==> src/rtl/ripple_count_reader.sv <==
// Captures a free-running ripple counter into the clk domain: per-bit 2-flop sync,
// stability filter over consecutive samples, and good/error read reporting with delta/wrap.
module ripple_count_reader #(
    parameter int WIDTH      = 3,
    parameter int STABLE_CNT = 2,
    parameter int MAX_TRIES  = 8
) (
    input  logic             clk,
    input  logic             clr,
    input  logic             enable,
    input  logic [WIDTH-1:0] cnt_in,
    input  logic             rd_req,
    output logic             busy,
    output logic             rd_valid,
    output logic             rd_err,
    output logic [WIDTH-1:0] rd_count,
    output logic [WIDTH-1:0] rd_delta,
    output logic             rd_wrap
);

    localparam int CW = $clog2(MAX_TRIES + 1);
    localparam logic [CW-1:0] ONE        = CW'(1);
    localparam logic [CW-1:0] STABLE_LIM = CW'(STABLE_CNT);
    localparam logic [CW-1:0] TRIES_LIM  = CW'(MAX_TRIES);

    typedef enum logic {IDLE, SAMPLE} state_t;

    state_t           state, state_nx;
    logic [WIDTH-1:0] sync_meta, sync_val;
    logic [WIDTH-1:0] p, p_nx;
    logic [WIDTH-1:0] last_count, last_nx;
    logic [WIDTH-1:0] count_nx, delta_nx;
    logic [CW-1:0]    match, match_nx, match_inc;
    logic [CW-1:0]    tries, tries_nx, tries_inc;
    logic             busy_nx, valid_nx, err_nx, wrap_nx;

    // Bits are synchronised independently; skew is absorbed by the stability filter.
    always_ff @(posedge clk or negedge clr) begin
        if (!clr) begin
            sync_meta <= '0;
            sync_val  <= '0;
        end else begin
            sync_meta <= cnt_in;
            sync_val  <= sync_meta;
        end
    end

    always_ff @(posedge clk or negedge clr) begin
        if (!clr) begin
            state      <= IDLE;
            p          <= '0;
            match      <= '0;
            tries      <= '0;
            last_count <= '0;
            busy       <= 1'b0;
            rd_valid   <= 1'b0;
            rd_err     <= 1'b0;
            rd_wrap    <= 1'b0;
            rd_count   <= '0;
            rd_delta   <= '0;
        end else begin
            state      <= state_nx;
            p          <= p_nx;
            match      <= match_nx;
            tries      <= tries_nx;
            last_count <= last_nx;
            busy       <= busy_nx;
            rd_valid   <= valid_nx;
            rd_err     <= err_nx;
            rd_wrap    <= wrap_nx;
            rd_count   <= count_nx;
            rd_delta   <= delta_nx;
        end
    end

    always_comb begin
        state_nx  = state;
        p_nx      = p;
        match_nx  = match;
        tries_nx  = tries;
        last_nx   = last_count;
        busy_nx   = busy;
        valid_nx  = 1'b0;
        err_nx    = 1'b0;
        wrap_nx   = 1'b0;
        count_nx  = rd_count;
        delta_nx  = rd_delta;
        match_inc = (sync_val == p) ? match + ONE : ONE;
        tries_inc = tries + ONE;

        case (state)
            IDLE: begin
                if (rd_req && enable) begin
                    state_nx = SAMPLE;
                    p_nx     = sync_val;
                    match_nx = ONE;
                    tries_nx = ONE;
                    busy_nx  = 1'b1;
                end
            end
            SAMPLE: begin
                if (!enable) begin
                    state_nx = IDLE;
                    busy_nx  = 1'b0;
                end else begin
                    tries_nx = tries_inc;
                    match_nx = match_inc;
                    p_nx     = sync_val;
                    // A stable value wins even on the sample that exhausts the try budget.
                    if (match_inc == STABLE_LIM) begin
                        count_nx = sync_val;
                        delta_nx = sync_val - last_count;
                        wrap_nx  = (sync_val < last_count);
                        last_nx  = sync_val;
                        valid_nx = 1'b1;
                        state_nx = IDLE;
                        busy_nx  = 1'b0;
                    end else if (tries_inc == TRIES_LIM) begin
                        valid_nx = 1'b1;
                        err_nx   = 1'b1;
                        delta_nx = '0;
                        state_nx = IDLE;
                        busy_nx  = 1'b0;
                    end
                end
            end
            default: state_nx = IDLE;
        endcase
    end

endmodule

==> config.mk <==
export PLATFORM = sky130hd
export DESIGN_NAME = ripple_count_reader
export DESIGN_NICKNAME = d
export VERILOG_FILES = /design/src/rtl/ripple_count_reader.sv
export SDC_FILE = /design/constraint.sdc
export NUM_CORES = 1
export LEC_CHECK = 0
export ABC_AREA = 0
export BUFFER_PORTS_ARGS = -buffer_cell sky130_fd_sc_hd__buf_4
export CAP_MARGIN = 20
export CORE_MARGIN = 2
export CORE_UTILIZATION = 55
export DETAILED_ROUTE_END_ITERATION = 8
export MAX_ROUTING_LAYER = met4
export PLACE_DENSITY = 0.77
export SLEW_MARGIN = 0
export SYNTH_ARGS = -nofsm -noshare
export SYNTH_HDL_FRONTEND = slang
export SYNTH_SLANG_ARGS = --single-unit
==> constraint.sdc <==
create_clock -name clk -period 2.3 [get_ports clk]
set_clock_uncertainty 0.15 [all_clocks]
set_input_delay 0.46 -clock clk [delete_from_list [all_inputs] [get_ports clk]]
set_output_delay 0.46 -clock clk [all_outputs]
set_load 0.01 [all_outputs]
* Word-level counts from Yosys, hierarchy flattened
Index checks and enable logic that the tools add are counted.
Storage, ports and cells: RAM bits 0, memory bits (read-only) 0, register bits after elaboration 28, bits in latches 0, memories kept 0, output and inout port bits 10, input port bits 7
Operators by class: muxes and demuxes 31, order comparisons 1, bitwise operators 1, $add $sub $neg 3, equality and inequality tests 6, shift-type cells 0, multiply operators 0, reduce and logical (&&, ||, !) cells 6, divide/modulo/power cells 0
Operator list (count):
- $mux W1 | 18
- $mux W4 | 4
- $pmux W4 S2 | 2
- $mux W3 | 4
- $add A4 B1 Y4 const B | 2
- $pmux W3 S2 | 1
- $reduce_and A3 Y1 | 2
- $eq A4 B2 Y1 const B | 1
- $eq A4 B4 Y1 const B | 1
- $ne A2 B2 Y1 const B | 2
- $ne A4 B2 Y1 const B | 1
- $pmux W1 S2 | 2
- $reduce_and A2 Y1 | 2
- $eq A3 B3 Y1 | 1
- $lt A3 B3 Y1 | 1
- $sub A3 B3 Y3 | 1
- $reduce_bool A2 Y1 | 1
- $logic_and A1 B1 Y1 | 1
- $not A1 Y1 | 1

* Depth between registers and ports, before layout
Gate-level depths: netlist of run 1.
depth in word-level cells 6, depth in mapped cells 6, depth with buffers taken out 6

* Least setup slack after synthesis of run 1
Ideal clock, no wire load.
kind register to register, from reg match[0], to reg last_count[0], slack 0.534 ns, library setup time 0.125 ns, data required time 2.025 ns, cell stages (with the launch flop) 6, path buffers 0, data arrival time 1.491 ns, cell sequence dfrtp_1 > ha_1 > nand4_1 > o22ai_2 > nand2_4 > mux2_4
Between the ends: longest elaborated chain between the ends 4
Ends and longest elaborated chain:
- from (decl) | RTL line 33 | logic [CW-1:0] match, match_nx, match_inc;
- from (signal assigned) | RTL line 64 | match <= match_nx;
- $add A4 B1 Y4 | RTL line 88 | match_inc = (sync_val == p) ? match + ONE : ONE;
- $mux W4 | RTL line 88
- $eq A4 B2 Y1 | RTL line 110 | if (match_inc == STABLE_LIM) begin
- $reduce_and A3 Y1 (no source line)
- to (signal assigned) | RTL line 66 | last_count <= last_nx;
- to (decl) | RTL line 31 | logic [WIDTH-1:0] last_count, last_nx;
No other way between the ends. A chain may end at the register's enable or synchronous reset.

* Worst setup path after layout of run 1
from reg match[0], to reg state
Between the ends: longest elaborated chain between the ends 6
Ends and longest elaborated chain:
- $add A4 B1 Y4 | RTL line 88
- $mux W4 | RTL line 88
- $eq A4 B2 Y1 | RTL line 110
- $mux W1 | RTL line 110
- $mux W1 | RTL line 102 | if (!enable) begin
- $pmux W1 S2 | RTL line 91 | case (state)
- via state_nx | RTL line 28 | state_t state, state_nx;
- to (signal assigned) | RTL line 62 | state <= state_nx;
- to (decl) | RTL line 28
The timed path passes the listed nets, and every way through them passes these cells.

==> flow_summary.toml, run 1 <==
[sta]
rsz0062_at_grt = "no"
setup_tns_ps = 0
fin_crit_sh_pct = 85.18
worst_slew_margin_rel_pct = 67.83
postLayoutSetupSlackWorst_ps = 340.9
worstMarginPinSlew_ps = 479.0
finalHoldViolCount = 0
max_freq_mhz = 510.4
slew_viol_final = 0
finalSetupViolCount = 0
post-route-min-period_ps = 1959

[finish]
drive_gt1_share_pct = 21.71
antennaDiodeCount = 0
area_growth_pct = 17.01
fin_area_mm2 = 0.001498
final_common_cell = "dfrtp_1"
final_cells = 157
final_cell_mix = "28 x dfrtp_1, 17 x buf_4, 11 x o21ai_0"
nets = 143

[worst_setup_path]
cp_top_family = "compound AO/OA/AOI/OAI gates"
cp.depth = 5
startpoint = "match[0]"
path_cells = "ha_1 -> nand4_1 -> o22ai_2 -> a21boi_0 -> a22o_1"
crit_path_max_fanout = 6
r2r_end = "state"
critPathKind = "reg2reg"
ff2ff_path_depth = 5
critPathLaunchType = "flip-flop"
regToRegStartpoint = "match[0]"
worstPathArrival_ps = 2030
endpoint = "state"
end_kind = "flip-flop"
max_stage_delay_ps = 460
worst-r2r-setup-slack_ps = 340
path_buf_inv = 0
crit_required_ps = 2370
crit_slowest_cell = "dfrtp_1"

[yosys]
syn_nets = 122
ys_ff_latch = 28
synthesis.area_mm2 = 0.001280
ys_warn_count = 0
syn-instance-count = 109
avgSynthCellArea_um2 = 11.74
ys_types = 31
synth_top_area_cell = "dfrtp_1"
synth_top_area_share_pct = 54.74
yosysSeqAreaShare_pct = 54.74
synth_area_leaders = "dfrtp_1 55%, ha_1 4.9%, o21ai_0 4.3%"

[floorplanning]
rows = 17
fp.dieW_um = 52.24
initial_core_util_pct = 57.86
die_h_um = 52.24
dieArea_mm2 = 0.002729
ioPinCount = 17
core_mm2 = 0.002212

[clocking]
clkTransAtPathRegs_ps = 140
hold_buffers = 1
postCtsSetupBuffers = 0
cts-htree-levels = 1
cts_tree = "done"
cts.sinks = 28
ctsResizeCount = 0
clk_path_buf_depth = 2
cts_root_buf = "clkbuf_4"
insertion_delay_ps = 320
cts_buffers = 3

[global_route]
grt_antenna_before_repair = 0
grt_pass1_vias = 879
grt_start_max_net_pins = 29
overflow = 0
grt_first_pass_wirelength_um = 3801
grt_use_total_pct = 19.83

[pwr]
leakagePower_nw = 0.7296
powerDensity_mw_per_mm2 = 871.2
power_w = 0.001305
ir_worst_vdd_uv = 565.0

[routing]
drt-initial-drc-count = 22
via_count = 871
drt_wl_total_um = 2125
drc = 0
vias_per_cell = 5.548
first_pass_iters = 4
avgRoutedWirePerCell_um = 13.54
antenna_left = 0

[placed_design]
hpwl_um = 1575
pre_cts_ws_ps = 327.3
numPortBuffers = 16
dpl_cell_area_mm2 = 0.001435
gp_congestion = 0.7950
placed_cells = 152

[min_path]
min_path_type = "in2reg"

[status]
status = "complete, no violations"

[job]
drv_cap = 0
## flip-flops by register name, indices dropped and copies added (netlist names), 3 cells and up
name,cells
tries,4
rd_delta,3
sync_meta,3
last_count,3
sync_val,3
match,4
p,3
## stage by stage
stage          hold slack, ps  util, %
5_1_grt                 57.42    67.70
2_1_floorplan           14.41        -
3_5_place_dp            190.3    64.88
4_1_cts                 73.83    67.70
3_3_place_gp            185.7    64.88
6_report                84.48    67.70
## where the power goes
group	internal, W	switching (W)
sequential	0.000565	0.0000746
clock	0.000176	0.000134
combinational	0.000178	0.000178
## worst min path at each step
stage / from / endpoint / slack, ps / cells after the start
final: cnt_in[1] / sync_meta[1] / 80 / 1
after global routing: cnt_in[1] / sync_meta[1] / 60 / 1
after CTS: cnt_in[0] / sync_meta[0] / 70 / 1
after detailed placement: sync_meta[1] / sync_val[1] / 190 / 0
after global placement: sync_meta[0] / sync_val[0] / 190 / 0
after floorplan: clr / busy / 10 / 0
## cell type report
class / count / area, um2
Clock buffer: 3 / 22.52
Clock inverter: 1 / 30.03
Fill cell: 173 / 714.4
Inverter: 7 / 26.28
Multi-Input combinational cell: 72 / 545.5
Sequential cell: 28 / 700.7
Tap cell: 28 / 35.03
Timing Repair Buffer: 18 / 137.6
## routing by layer
| metal | GRT usage (%) | part of all wire (%) | wire (um) |
|---|---|---|---|
| met5 | - | 0 | 0 |
| met4 | 8.974 | 0.80 | 17 |
| met1 | 27.57 | 47 | 1007 |
| met3 | 2.571 | 3.6 | 77 |
| met2 | 29.54 | 48 | 1023 |
## Yosys cell counts, drive strengths merged
library cell	number
dfrtp	28
o211ai	1
nor2	4
and2	1
nor3	3
nor4	1
nor2b	2
mux2i	2
nand3	3
mux2	3
inv	7
xor2	5
xnor2	2
a21oi	2
clkbuf	2
o21a	1
and3b	1
fa	1
ha	5
nand4bb	1
nand2	11
nand4	1
a21boi	2
o32ai	1
o21ai	11
a22o	4
o22ai	1
a32oi	3
## worst reg2reg max path, cell delays in order (launching register included)
cell and delay, ps:
dfrtp_1 460, ha_1 340, nand4_1 110, o22ai_2 330
a21boi_0 200, a22o_1 280
## cells by family (layout without fill, tap and decap cells)
kind of cell	Yosys count	after routing	synth area share [%]
fa+ha+maj	6	6	6.452
compound gates	26	26	13.88
xor+xnor	7	7	4.790
simple gates	28	28	12.71
mux	5	5	4.790
flops	28	28	54.74
buf+inv	9	29	2.640
(Power assumes the default switching activity.)
==> run 2: changes to the inputs <==
--- a/config.mk
+++ b/config.mk
@@ -5,14 +5,14 @@
 export SDC_FILE = /design/constraint.sdc
 export NUM_CORES = 1
 export LEC_CHECK = 0
-export ABC_AREA = 0
+export ABC_AREA = 1
 export BUFFER_PORTS_ARGS = -buffer_cell sky130_fd_sc_hd__buf_4
 export CAP_MARGIN = 20
 export CORE_MARGIN = 2
-export CORE_UTILIZATION = 55
+export CORE_UTILIZATION = 56
 export DETAILED_ROUTE_END_ITERATION = 8
 export MAX_ROUTING_LAYER = met4
-export PLACE_DENSITY = 0.77
+export PLACE_DENSITY = 0.78
 export SLEW_MARGIN = 0
 export SYNTH_ARGS = -nofsm -noshare
 export SYNTH_HDL_FRONTEND = slang
==> run 2 against run 1 <==
Synthesized area rose by 3.4%. Power up 0.37%. Wire length is 6.7% higher. Hold slack worse by 4.8 ps. Design area grew 0.75%. Non-clock buffer count decreased by 1. Clock power down 23%. Core utilization decreased by 0.14 points. Largest cell class unchanged. Sequential share of layout area shrank 0.35 points. Sequential power rose by 2%. Worst setup slack improved by 200 ps.
==> flow_summary.toml, run 2 <==
[global_route]
grt_antenna_before_repair = 0
grt_use_total_pct = 20.69
grt_start_max_net_pins = 29
overflow = 0
grt_pass1_vias = 925
grt_first_pass_wirelength_um = 4008

[sta]
slew_viol_final = 0
rsz0062_at_grt = "no"
worst_slew_margin_rel_pct = 75.31
finalHoldViolCount = 0
fin_crit_sh_pct = 76.34
max_freq_mhz = 569.5
finalSetupViolCount = 0
worstMarginPinSlew_ps = 369.5
post-route-min-period_ps = 1756
setup_tns_ps = 0

[finish]
nets = 172
post-route-util_pct = 67.56
drive_gt1_share_pct = 25.32
antennaDiodeCount = 0
seqCellArea_um2 = 700.7
fillCellCount = 183
area_growth_pct = 13.99
multiInputGateArea_um2 = 546.8
reg_top3 = "match (4), tries (4)"
final_common_cell = "nand2_1"
final_cell_mix = "36 x nand2_1, 28 x dfrtp_1, 16 x buf_4"
fin_area_mm2 = 0.001509

[clocking]
cts.sinks = 28
insertion_delay_ps = 320
cts-htree-levels = 1
cts_tree = "done"
clk_path_buf_depth = 2
cts_root_buf = "clkbuf_4"
ctsResizeCount = 0
cts_buffers = 3
clkTransAtPathRegs_ps = 150

[yosys]
syn-instance-count = 139
ys_warn_count = 0
synth_area_leaders = "dfrtp_1 53%, nand2_1 10%, ha_1 4.7%"
yosysMostFrequentCell = "nand2_1"
synth_top_area_share_pct = 52.93
ys_types = 26
yosysSeqAreaShare_pct = 52.93
synth_edf_count = 0
ys_ff_latch = 28
synthArstFlopShare_pct = 100.0
synth.cells.most_frequent = "36 x nand2_1, 28 x dfrtp_1, 12 x inv_1, 10 x nand3_1, 7 x o21ai_0"
synth_top_area_cell = "dfrtp_1"
syn_nets = 152
avgSynthCellArea_um2 = 9.524
yosys_most_used_dff = "dfrtp_1"
synthesis.area_mm2 = 0.001324

[floorplanning]
rows = 17
ioPinCount = 17
initial_core_util_pct = 59.27
die_h_um = 52.62
fp.dieW_um = 52.62
core_mm2 = 0.002233
dieArea_mm2 = 0.002769

[worst_setup_path]
crit_path_max_fanout = 11
end_kind = "flip-flop"
worstPathArrival_ps = 1830
critPathKind = "reg2reg"
critPathLaunchType = "flip-flop"
crit_required_ps = 2380

[placed_design]
numPortBuffers = 16
hpwl_um = 1741
gp_congestion = 0.7664
dpl_cell_area_mm2 = 0.001463

[pwr]
p_comb_share_pct = 31.8
p_int_w = 0.0008783
leakagePower_nw = 0.7702
switchingPower_w = 0.0004313
clkPwrFrac_pct = 18.2
seqPwrFrac_pct = 50.0
power_w = 0.001310
ir_worst_vdd_uv = 589.0
swShare_pct = 32.93
powerDensity_mw_per_mm2 = 867.9

[routing]
via_count = 943
first_pass_iters = 4
drt-initial-drc-count = 13
drt_wl_total_um = 2267
antenna_left = 0
drc = 0
vias_per_cell = 5.070
avgRoutedWirePerCell_um = 12.19

[status]
status = "complete, no violations"

[job]
drv_cap = 0

[min_path]
min_path_type = "in2reg"
==> run 2: cell types whose count changed after synthesis, moves of 4 or more <==
cell,before,now
nand2_2,1,6
nand3_1,3,10
xor2_1,5,1
nand2_1,9,36
o21ai_0,11,7
a22o_1,4,0
inv_1,7,12
==> run 2: timing repair <==
action / in CTS / in global routing
buffers inserted: 0 / 0
hold buffers: 1 / 0
hold endpoints to repair: 28 / 0
==> run 2: final cells by class <==
cell class	instances	area share [%]
Clock buffer	4	2.405
Inverter	16	3.980
Tap cell	28	2.322
Timing Repair Buffer	17	8.624
Multi-Input combinational cell	93	36.24
Sequential cell	28	46.43
==> run 2: per-layer routing <==
layer / GRT usage [%] / share of wire (%)
met5: - / 0
met4: 8.974 / 1.7
met3: 3.429 / 2.5
met2: 34.58 / 52
met1: 24.63 / 44
==> run 2: worst paths after layout <==
kind | to | slack, ps | depth (start not counted) | from
setup / recovery | last_count[2] | 540 | 7 | match[0]
max in group asynchronous | sync_val[0] | 1320 | 2 | clr
hold reg to reg | sync_val[2] | 220 | 0 | sync_meta[2]
setup reg to reg | last_count[2] | 540 | 7 | match[0]
hold / removal | sync_meta[2] | 80 | 1 | cnt_in[2]
min in group asynchronous | last_count[0] | 410 | 2 | clr
==> run 2: power groups by stage <==
stage	Sequential, W	Combinational [W]	Clock [W]
final	0.000655	0.000416	0.000239
after global routing	0.000668	0.000468	0.000271
after CTS	0.000654	0.000422	0.000244
after detailed placement	0.000664	0.000420	0
after global placement	0.000660	0.000400	0
after floorplan	0.000679	0.000247	0
==> run 2: cell families (layout without fill, tap and decap cells) <==
logic type / after synthesis / count (layout) / share of synthesized area [%]
mux: 1 / 1 / 0.8506
buf+inv: 18 / 37 / 5.765
simple gates: 67 / 67 / 25.05
fa+ha+maj: 6 / 6 / 6.238
xor+xnor: 3 / 3 / 1.985
compound gates: 16 / 16 / 7.184
flops: 28 / 28 / 52.93
==> run 2: per-stage QoR <==
step | hold WS (ps) | worst slack (ps) | cells
2_1_floorplan | 14.41 | 700.6 | 139
3_3_place_gp | 182.6 | 636.9 | 181
3_5_place_dp | 190.2 | 570.5 | 181
4_1_cts | 70.87 | 550.2 | 186
5_1_grt | 45.62 | 418.8 | 186
6_report | 79.68 | 544.2 | 186
==> run 2: worst max-delay path, stage by stage, from the launching register on <==
cell,delay (ps)
dfrtp_1,470
ha_1,330
nand2_1,50
nand3b_4,160
nor2_4,130
nand2_2,180
nand2_1,130
o21ai_2,60
==> run 3: changes to the inputs <==
==> constraint.sdc (replaced) <==
create_clock -name clk -period 1.75 [get_ports clk]
set_clock_uncertainty 0.15 [all_clocks]
set_input_delay 0.35 -clock clk [delete_from_list [all_inputs] [get_ports clk]]
set_output_delay 0.35 -clock clk [all_outputs]
set_load 0.01 [all_outputs]
==> run 3 against run 2 <==
Critical path depth grew 1. Power grew 41%. Global-route usage is the same. Die area is the same. Final cell count grew 3.2%. Via count grew 4.6%. Core utilization grew 4.0 points. First-iteration DRC count is the same. Design area grew 5.9%. Clock power grew 78%. Largest cell class unchanged.
==> flow_summary.toml, run 3 (synthesized netlist as in run 2, its figures left out) <==
[status]
status = "complete, no violations"

[pwr]
leakagePower_nw = 0.8078
seqPwrFrac_pct = 46.8
power_w = 0.001845
p_int_w = 0.001268
p_comb_share_pct = 30.2
powerDensity_mw_per_mm2 = 1155
ir_worst_vdd_uv = 990.3
swShare_pct = 31.29
clkPwrFrac_pct = 23.0
switchingPower_w = 0.0005774

[worst_setup_path]
r2r_end = "rd_delta[2]"
path_cells = "ha_4 -> nand2_1 -> nand3b_4 -> nor2_4 -> nand2_2 -> nor2_2 -> nand2_1 -> nand2_1"
endpoint = "rd_delta[2]"
startpoint = "match[1]"
regToRegStartpoint = "match[1]"
critPathLaunchType = "flip-flop"
critPathMostFrequentCell = "nand2_1"
worst-r2r-setup-slack_ps = 100
critPathKind = "reg2reg"
crit_required_ps = 1880
max_stage_delay_ps = 470
worstPathArrival_ps = 1770
end_kind = "flip-flop"
crit_path_max_fanout = 4
ff2ff_path_depth = 8
crit_slowest_cell = "dfrtp_1"

[sta]
max_freq_mhz = 606.7
finalHoldViolCount = 0
worstMarginPinSlew_ps = 347.8
finalSetupViolCount = 0
fin_crit_sh_pct = 94.18
slew_viol_final = 0
setup_tns_ps = 0
post-route-min-period_ps = 1648
rsz0062_at_grt = "no"
worst_slew_margin_rel_pct = 76.81

[job]
drv_cap = 0

[routing]
first_pass_iters = 4
vias_per_cell = 5.135
drt_wl_total_um = 2317
drc = 0
via_count = 986
avgRoutedWirePerCell_um = 12.07
antenna_left = 0
drt-initial-drc-count = 13

[clocking]
insertion_delay_ps = 330
cts_root_buf = "clkbuf_4"
cts.sinks = 28
postCtsSetupBuffers = 0
clk_path_buf_depth = 2
cts_tree = "done"
clkTransAtPathRegs_ps = 160
cts_buffers = 3
cts-htree-levels = 1

[finish]
antennaDiodeCount = 0
area_growth_pct = 20.70
final_cells = 192
final_cell_mix = "35 x nand2_1, 28 x dfrtp_1, 19 x buf_4"
final_common_cell = "nand2_1"
drive_gt1_share_pct = 27.44
reg_top3 = "match (4), tries (4)"
nets = 178

[floorplanning]
fp.dieW_um = 52.62
rows = 17
initial_core_util_pct = 59.27
ioPinCount = 17
die_h_um = 52.62
core_mm2 = 0.002233
dieArea_mm2 = 0.002769

[placed_design]
gp_congestion = 0.7682
placed_cells = 184
numPortBuffers = 16
hpwl_um = 1756

[global_route]
grt_pass1_vias = 955
grt_use_total_pct = 20.69
overflow = 0
grt_first_pass_wirelength_um = 4064
grt_start_max_net_pins = 29
grt_antenna_before_repair = 0

[min_path]
min_path_type = "reg2reg"
run 3: critical path: cells and delay by family (launching register included):
kind | cells | cell delay (ps)
fa+ha+maj | 1 | 290
flops | 1 | 470
simple gates | 7 | 670
run 3: how the worst min path moves through the flow:
stage,from,end,slack [ps],cells after the start
finish,sync_meta[1],sync_val[1],220,0
detailed placement,clr,last_count[0],140,1
global route,sync_meta[1],sync_val[1],230,0
global placement,clr,last_count[0],130,1
CTS,sync_meta[0],sync_val[0],220,0
floorplan,clr,busy,-100,0
run 3: power groups by stage:
stage | registers (W) | clock network (W) | logic, W
final | 0.000863 | 0.000425 | 0.000557
after global routing | 0.000880 | 0.000455 | 0.000640
after CTS | 0.000862 | 0.000433 | 0.000560
after detailed placement | 0.000874 | 0 | 0.000553
after global placement | 0.000866 | 0 | 0.000534
after floorplan | 0.000892 | 0 | 0.000324
run 3: metal layers:
| layer | share of wire, % | vias up | GRT usage, % |
|---|---|---|---|
| li1 | - | 496 | - |
| met1 | 44 | 476 | 25.19 |
| met2 | 52 | 9 | 35.21 |
| met3 | 1.8 | 5 | 3.429 |
| met4 | 1.4 | 0 | 6.410 |
| met5 | 0 | - | - |
run 3: area by class of cell:
type | count | area (um2)
Tap cell | 28 | 35.03
Clock buffer | 3 | 22.52
Sequential cell | 28 | 700.7
Fill cell | 169 | 635.6
Timing Repair Buffer | 23 | 182.7
Multi-Input combinational cell | 93 | 566.8
Inverter | 16 | 60.06
Clock inverter | 1 | 30.03
run 3: what timing repair did:
action	in CTS	in global routing
endpoints found under the hold margin	31	0
gates resized for setup	0	3
setup endpoints to repair	0	6
hold buffers	4	0
run 3: metrics by stage:
step / cell area (um2) / util [%] / setup slack [ps] / hold WS [ps]
finish: 1598 / 71.54 / 101.9 / 221.8
global route: 1598 / 71.54 / 9.100 / 227.3
CTS: 1578 / 70.64 / 52.43 / 224.8
detailed placement: 1485 / 66.50 / 80.20 / 135.3
global placement: 1485 / 66.50 / 131.9 / 129.5
floorplan: 1324 / - / 150.6 / -95.59
